$ cat config.mk
export PLATFORM = sky130hd
export DESIGN_NAME = ln_spike_rate_accum
export DESIGN_NICKNAME = d
export VERILOG_FILES = /design/src/rtl/ln_spike_rate_accum.sv
export SDC_FILE = /design/constraint.sdc
export NUM_CORES = 1
export LEC_CHECK = 0
export ABC_AREA = 1
export BUFFER_PORTS_ARGS = -buffer_cell sky130_fd_sc_hd__buf_2
export CORE_ASPECT_RATIO = 1.75
export CORE_MARGIN = 10
export CORE_UTILIZATION = 65
export DETAILED_ROUTE_END_ITERATION = 6
export HOLD_SLACK_MARGIN = 0.02
export PLACE_DENSITY = 0.84
export RECOVER_POWER = 100
export SYNTH_ARGS = -nofsm -noshare
export SYNTH_HDL_FRONTEND = slang
export SYNTH_SLANG_ARGS = --single-unit
$ cat constraint.sdc
create_clock -name clk -period 2.6 [get_ports clk]
set_input_delay 0.13 -clock clk [delete_from_list [all_inputs] [get_ports clk]]
set_output_delay 0.13 -clock clk [all_outputs]
set_load 0.005 [all_outputs]
$ cat src/rtl/ln_spike_rate_accum.sv
// Purpose: counts per-channel spikes over a block of T spike vectors, then drains one count per channel.
// Latency: last accumulated vector -> first out_valid is 2 cycles; drain runs at 1 word/cycle.
// Backpressure: out_cnt/out_ch/out_blk hold while out_valid & !out_ready; spk_in has no backpressure.
module ln_spike_rate_accum #(
  parameter int CH    = 16,
  parameter int T     = 30,
  parameter int CNT_W = 5,
  parameter int CH_W  = 4
) (
  input  logic             clk,
  input  logic             rst_n,
  input  logic             start,
  input  logic [2:0]       blk_sel,
  input  logic [CH-1:0]    spk_in,
  input  logic             spk_in_valid,
  output logic [CNT_W-1:0] out_cnt,
  output logic [CH_W-1:0]  out_ch,
  output logic [2:0]       out_blk,
  output logic             out_valid,
  input  logic             out_ready,
  output logic             busy,
  output logic             frame_done,
  output logic             spk_ovf
);

  typedef enum logic [1:0] {IDLE, ACCUM, DRAIN, DONE} state_t;

  localparam logic [CNT_W-1:0] STEP_LAST = CNT_W'(T - 1);
  localparam logic [CNT_W-1:0] CNT_MAX   = {CNT_W{1'b1}};
  localparam logic [CH_W-1:0]  CH_LAST   = CH_W'(CH - 1);

  state_t           state;
  state_t           state_nxt;
  logic [CNT_W-1:0] cnt [CH];
  logic [CNT_W-1:0] step;
  logic [CH_W-1:0]  out_ch_inc;

  logic start_acc;
  logic last_vec;
  logic last_word;

  assign start_acc  = (state == IDLE) && start;
  assign last_vec   = (state == ACCUM) && spk_in_valid && (step == STEP_LAST);
  assign last_word  = (state == DRAIN) && out_valid && out_ready && (out_ch == CH_LAST);
  assign out_ch_inc = out_ch + CH_W'(1);

  // State register; reset drops any partial block.
  always_ff @(posedge clk or negedge rst_n) begin
    if (!rst_n) state <= IDLE;
    else        state <= state_nxt;
  end

  // Next-state and state-decoded status outputs.
  always_comb begin
    state_nxt  = state;
    busy       = 1'b0;
    frame_done = 1'b0;
    case (state)
      IDLE: begin
        if (start) state_nxt = ACCUM;
      end
      ACCUM: begin
        busy = 1'b1;
        if (last_vec) state_nxt = DRAIN;
      end
      DRAIN: begin
        busy = 1'b1;
        if (last_word) state_nxt = DONE;
      end
      DONE: begin
        frame_done = 1'b1;
        state_nxt  = IDLE;
      end
      default: state_nxt = IDLE;
    endcase
  end

  // Per-channel spike counters and time-step counter; counts saturate rather than wrap.
  always_ff @(posedge clk or negedge rst_n) begin
    if (!rst_n) begin
      step <= '0;
      for (int i = 0; i < CH; i++) cnt[i] <= '0;
    end else if (start_acc) begin
      step <= '0;
      for (int i = 0; i < CH; i++) cnt[i] <= '0;
    end else if ((state == ACCUM) && spk_in_valid) begin
      step <= step + CNT_W'(1);
      for (int i = 0; i < CH; i++) begin
        if (spk_in[i] && (cnt[i] != CNT_MAX)) cnt[i] <= cnt[i] + CNT_W'(1);
      end
    end
  end

  // Registered drain port: first word loads one cycle into DRAIN, then one channel per handshake.
  always_ff @(posedge clk or negedge rst_n) begin
    if (!rst_n) begin
      out_valid <= 1'b0;
      out_cnt   <= '0;
      out_ch    <= '0;
      out_blk   <= '0;
    end else begin
      case (state)
        IDLE: begin
          if (start) out_blk <= blk_sel;
        end
        DRAIN: begin
          if (!out_valid) begin
            out_valid <= 1'b1;
            out_cnt   <= cnt[out_ch];
          end else if (out_ready) begin
            if (out_ch == CH_LAST) begin
              out_valid <= 1'b0;
            end else begin
              out_ch  <= out_ch_inc;
              out_cnt <= cnt[out_ch_inc];
            end
          end
        end
        DONE: begin
          out_ch <= '0;
        end
        default: ;
      endcase
    end
  end

  // Sticky flag for spike vectors arriving when no block is accumulating.
  always_ff @(posedge clk or negedge rst_n) begin
    if (!rst_n)                               spk_ovf <= 1'b0;
    else if (spk_in_valid && state != ACCUM)  spk_ovf <= 1'b1;
    else if (start_acc)                       spk_ovf <= 1'b0;
  end

endmodule

# Yosys cells after proc, flatten, opt, wreduce, memory -nomap -nowiden
# Cells that the tools add are included.
[word_totals]
inputBits = 24
regBits = 101
wordCells = 183
output_inout_bits = 16
[op_classes]
addsub = 18
reduce_logical = 64
muxes = 44
bitwise = 2
order_cmp = 2
eq_ne = 30
[op_table]
columns = ["operator", "n"]
rows = [
  ["$mux W80", 2],
  ["$mux W5", 25],
  ["$add A5 B1 Y5 const B", 17],
  ["$ne A5 B5 Y1 const B", 16],
  ["$bmux W5 S4", 2],
  ["$reduce_bool A2 Y1", 19],
  ["$reduce_and A2 Y1", 17],
  ["$logic_and A1 B1 Y1", 23],
  ["$ne A2 B2 Y1 const B", 7],
  ["$mux W4", 3],
  ["$ge A5 B5 Y1 const B", 2],
  ["$not A4 Y5", 2],
  ["$pmux W2 S4", 1],
  ["$pmux W4 S2", 1],
  ["$mux W1", 7],
  ["$mux W2", 3],
  ["$reduce_and A3 Y1", 2],
  ["$eq A5 B5 Y1 const B", 1],
  ["$add A4 B1 Y4 const B", 1],
  ["$eq A2 B2 Y1 const B", 2],
  ["$eq A4 B4 Y1 const B", 1],
  ["$ne A2 B1 Y1 const B", 2],
  ["$reduce_and A4 Y1", 1],
  ["$eq A2 B1 Y1 const B", 1],
  ["other kinds (2)", 2],
]

# Depth between registers and ports, before layout
[logic_depth]
word_depth = 8
mapped_depth = 11
mapped_depth_nobuf = 10

# Worst setup path before layout
# No wires, ideal clock.
[synth_path]
path_kind = "reg2reg"
startpoint = "reg cnt[65] in the netlist's numbering"
endpoint = "reg cnt[68] in the netlist's numbering"
required_time_ns = 2.475
path_stages_with_launch = 11
n_path_buf = 0
setup_ns = 0.125
path_slack_ns = 0.935
period_less_slack_ns = 1.665
arrival_time_ns = 1.540
path_cell_list = "dfrtp_1 > ha_1 > inv_1 > nor3_1 > ha_1 > nor3_4 > inv_2 > nor2_2 > nand3_1 > o21ai_1 > a21oi_1"
[synth_between]
elab_chain_len = 4
word_cells_on_any_way = 8
classes_between = "add/sub (1); eq/ne (1); mux (3); reduce/logical (3)"
[synth_lines]
columns = ["item", "line", "text"]
rows = [
  ["start: declaration", "34", "logic [CNT_W-1:0] cnt [CH];"],
  ["$add A5 B1 Y5 or $ne A5 B5 Y1 (tied branches)", "89", "if (spk_in[i] && (cnt[i] != CNT_MAX)) cnt[i] <= cnt[i] + CNT_W'(1);"],
  ["$mux W5 or $logic_and A1 B1 Y1 (tied branches)", "89", ""],
  ["$mux W80 or $reduce_bool A2 Y1 (tied branches)", "-", ""],
  ["$mux W80 or $reduce_and A2 Y1 (tied branches)", "-", ""],
]
# Several ways; a longest one is shown, not always the timed one. The select of a mux whose other input is x is not followed.
# A chain may end at the register's enable or synchronous reset.

# Final worst setup path
# Ends and elaborated chain as after synthesis.

==> impl_metrics.yaml <==
clock_network:
  cts_buffers: 9
  path_clk_slew_ns: 0.07
  cts_tree: "built"
  clock-sinks: 101
  cts_max_path_buffers: 2
  cts_htree_levels: 3
  cts_resized: 0
  clk_latency_ns: 0.35
  cts_setup_buffers: 0
  clockRootBuffer: "clkbuf_16"
worst_hold_path:
  min_from: "spk_in_valid"
  worstHoldPathCells: 3
  hold_class: "input pin to flip-flop"
  holdPathEnd: "spk_ovf$_DFFE_PN0P_"
routing:
  totalWireLength_um: 17800
  viasPerCell: 5.91
  vias: 6601
  wl_per_cell_um: 15.9
  drt-pass1-iter-count: 5
  drc_errors: 0
  first_iter_violations: 619
  final_antenna_net_count: 0
synthesis:
  syn-cell-area_um2: 6890
  synth_seq_cells: 101
  ys_warn_count: 0
  synth_edf_count: 0
  synth_top_flop_cell: "dfrtp_1"
  synth_cells: 959
  synth_most_common_cell: "nand2_1"
  yosys-top-cells-count: "231 x nand2_1, 205 x nand3_1, 128 x inv_1"
  synth_cell_types: 24
  netlist.area_leader.share_pct: 36.7
  synth_nets: 1022
  yosys-top-cells-area: "dfrtp_1 37%, nand3_1 15%, nand2_1 13%"
  synth_top_cell_by_area: "dfrtp_1"
  synth-async-reset-ratio_pct: 100
  syn_area_per_cell_um2: 7.19
  synth-seq-area-share_pct: 36.7
sta:
  tns_ns: 0
  skew_ns: 0.00618
  hold_viol_final: 0
  rsz0062_at_grt: "no"
  fmax_mhz: 456
  max_slew_margin_pct: 20.7
  tightest_slew_ns: 1.19
  setup_violations: 0
  finalCritPeriodShare_pct: 84.3
  period_needed_ns: 2.19
  report.final.slew_viol_count: 0
power_and_ir_drop:
  p_leak_nw: 3.76
  pwr-share-seq_pct: 31.2
  intPower_mw: 4.13
  clockPowerShare_pct: 18.5
  pwr-share-comb_pct: 50.4
  peakVddDrop_mv: 0.669
  sw_frac_of_total_pct: 46.5
  p_sw_mw: 3.60
  power_density_nw_per_um2: 1040
outcome:
  outcome: "finished, final reports clean"
worst_setup_path:
  required_ns: 2.83
  r2r-start: "cnt[65]$_DFFE_PN0P_"
  ff2ff_setup_slack_ns: 0.41
  reg2reg_depth: 10
  rr_endpoint: "cnt[68]$_DFFE_PN0P_"
  cp_max_fo: 6
  cp.arrival_ns: 2.43
  critPathKind: "flip-flop to flip-flop"
  endpoint_kind: "flip-flop"
  startpoint_type: "flip-flop"
final_layout:
  area_growth_syn_to_layout_pct: 7.31
  drive_gt1_share_pct: 7.58
  utilization_pct: 71.8
  instances_no_fill: 1116
  diodes: 0
  fillers: 877
  nets: 1049
grt:
  grt_max_degree: 78
  grt_pass1_wl_um: 29500
  grt_antenna_before_repair: 0
  gr-usage-all-layers_pct: 23.1
  first_global_vias: 6248
  grt_overflow: 0
placed_design:
  dp_hpwl_um: 13300
  placed_cells: 1098
  io_buffers: 39
  place.gp.congestion: 1.00
floorplanning:
  num_rows: 49
  initial_core_util_pct: 66.9
  dieArea_um2: 15300
  core-area_um2: 10300
  die_h_um: 156
  die_width_um: 97.9
  pin_count: 40
job:
  maxCapViolations: 0
==> critical path, cell delays in order, from the launching register on <==
cell and delay [ns]:
dfrtp_1 0.42, ha_1 0.26, inv_1 0.07, nor3_1 0.04, ha_1 0.18, nor3_1 0.56
inv_2 0.07, nor2_1 0.16, nand3_1 0.11, o21ai_1 0.13, a21oi_1 0.06
==> power groups by stage <==
stage	Combinational [mW]	Clock (mW)	Sequential, mW
after detailed placement	3.86	0	2.41
after CTS	3.89	1.43	2.39
final	3.89	1.43	2.41
after floorplan	2.99	0	2.28
after global placement	3.78	0	2.40
after global routing	4.42	1.49	2.46
==> kinds of logic (layout without fill, tap and decap cells) <==
family	Yosys count	count (layout)	synth area share [%]
xor+xnor	3	3	0.599
flops	101	101	36.7
fa+ha+maj	39	39	7.08
simple gates	508	508	35.0
buf+inv	182	212	11.2
compound gates	126	126	9.47
==> metrics by stage <==
stage / worst slack, ns / hold WS, ns / power, mW / cell area [µm²]
after floorplan: 0.935 / -0.166 / 5.26 / 6890
after global placement: 0.704 / 0.180 / 6.17 / 7150
after detailed placement: 0.626 / 0.183 / 6.27 / 7150
after CTS: 0.612 / 0.0499 / 7.70 / 7500
after global routing: 0.207 / 0.103 / 8.37 / 7400
final: 0.408 / 0.0483 / 7.73 / 7400
==> worst max path at each step <==
stage	start	endpoint	slack, ns	cells after the start
finish	cnt[65]$_DFFE_PN0P_	cnt[68]$_DFFE_PN0P_	0.41	10
CTS	out_ch[0]$_DFFE_PN0P_	out_cnt[2]$_DFFE_PN0P_	0.61	8
detailed placement	out_ch[0]$_DFFE_PN0P_	out_cnt[2]$_DFFE_PN0P_	0.63	8
global route	state[1]$_DFFE_PN0P_	cnt[58]$_DFFE_PN0P_	0.21	8
global placement	out_ch[0]$_DFFE_PN0P_	out_cnt[0]$_DFFE_PN0P_	0.70	8
floorplan	cnt[65]$_DFFE_PN0P_	cnt[68]$_DFFE_PN0P_	0.94	10
==> cells in the final DEF, fill, tap and decap left out <==
master           n
xor2_2           2
dlygate4sd3_1    4
nand3_1        205
clkbuf_2         3
o22ai_1          4
clkbuf_1        15
nand2_1        230
inv_1          128
clkbuf_16        9
nor2_1          33
nor3_4          10
nand4_1         11
buf_4           12
buf_1            1
dfrtp_1        101
buf_2           24
nand2_2          1
buf_12           2
a21oi_1         35
o21ai_1          6
o21ai_0         74
o211ai_1         6
clkinvlp_4       2
ha_1            39
clkinv_1         3
nor3_2           1
bufinv_16        2
xnor2_1          1
inv_2            7
nor3_1          17
a211oi_1         1
==> flip-flops by register name, summed over array words and instances (netlist names) <==
| name | cells |
|---|---|
| step | 5 |
| out_cnt | 5 |
| state | 2 |
| cnt | 80 |
| out_blk | 3 |
| out_ch | 4 |
| spk_ovf | 1 |
| out_valid | 1 |
==> repair_timing <==
item	in CTS	in global routing
hold buffers	4	0
endpoints found under the setup margin	0	0
hold endpoints to repair	47	0
==> layer usage <==
metal | global-route usage, % | routed length, µm | vias up
li1 | - | - | 3203
met1 | 27.5 | 7170 | 3087
met2 | 39.8 | 9010 | 263
met3 | 3.57 | 970 | 48
met4 | 10.8 | 631 | 0
met5 | 0 | 0 | -
==> cell type report <==
| cell class | count | area (µm²) | area share, % |
|---|---|---|---|
| clock inverters | 4 | 75.1 | 1.01 |
| repair buffers | 60 | 362 | 4.89 |
| multi-input cells | 676 | 3530 | 47.7 |
| well taps | 127 | 159 | 2.15 |
| inverters | 138 | 518 | 7.00 |
| clock buffers | 10 | 229 | 3.09 |
| flip-flops and latches | 101 | 2530 | 34.2 |
(Power assumes the default switching activity.)
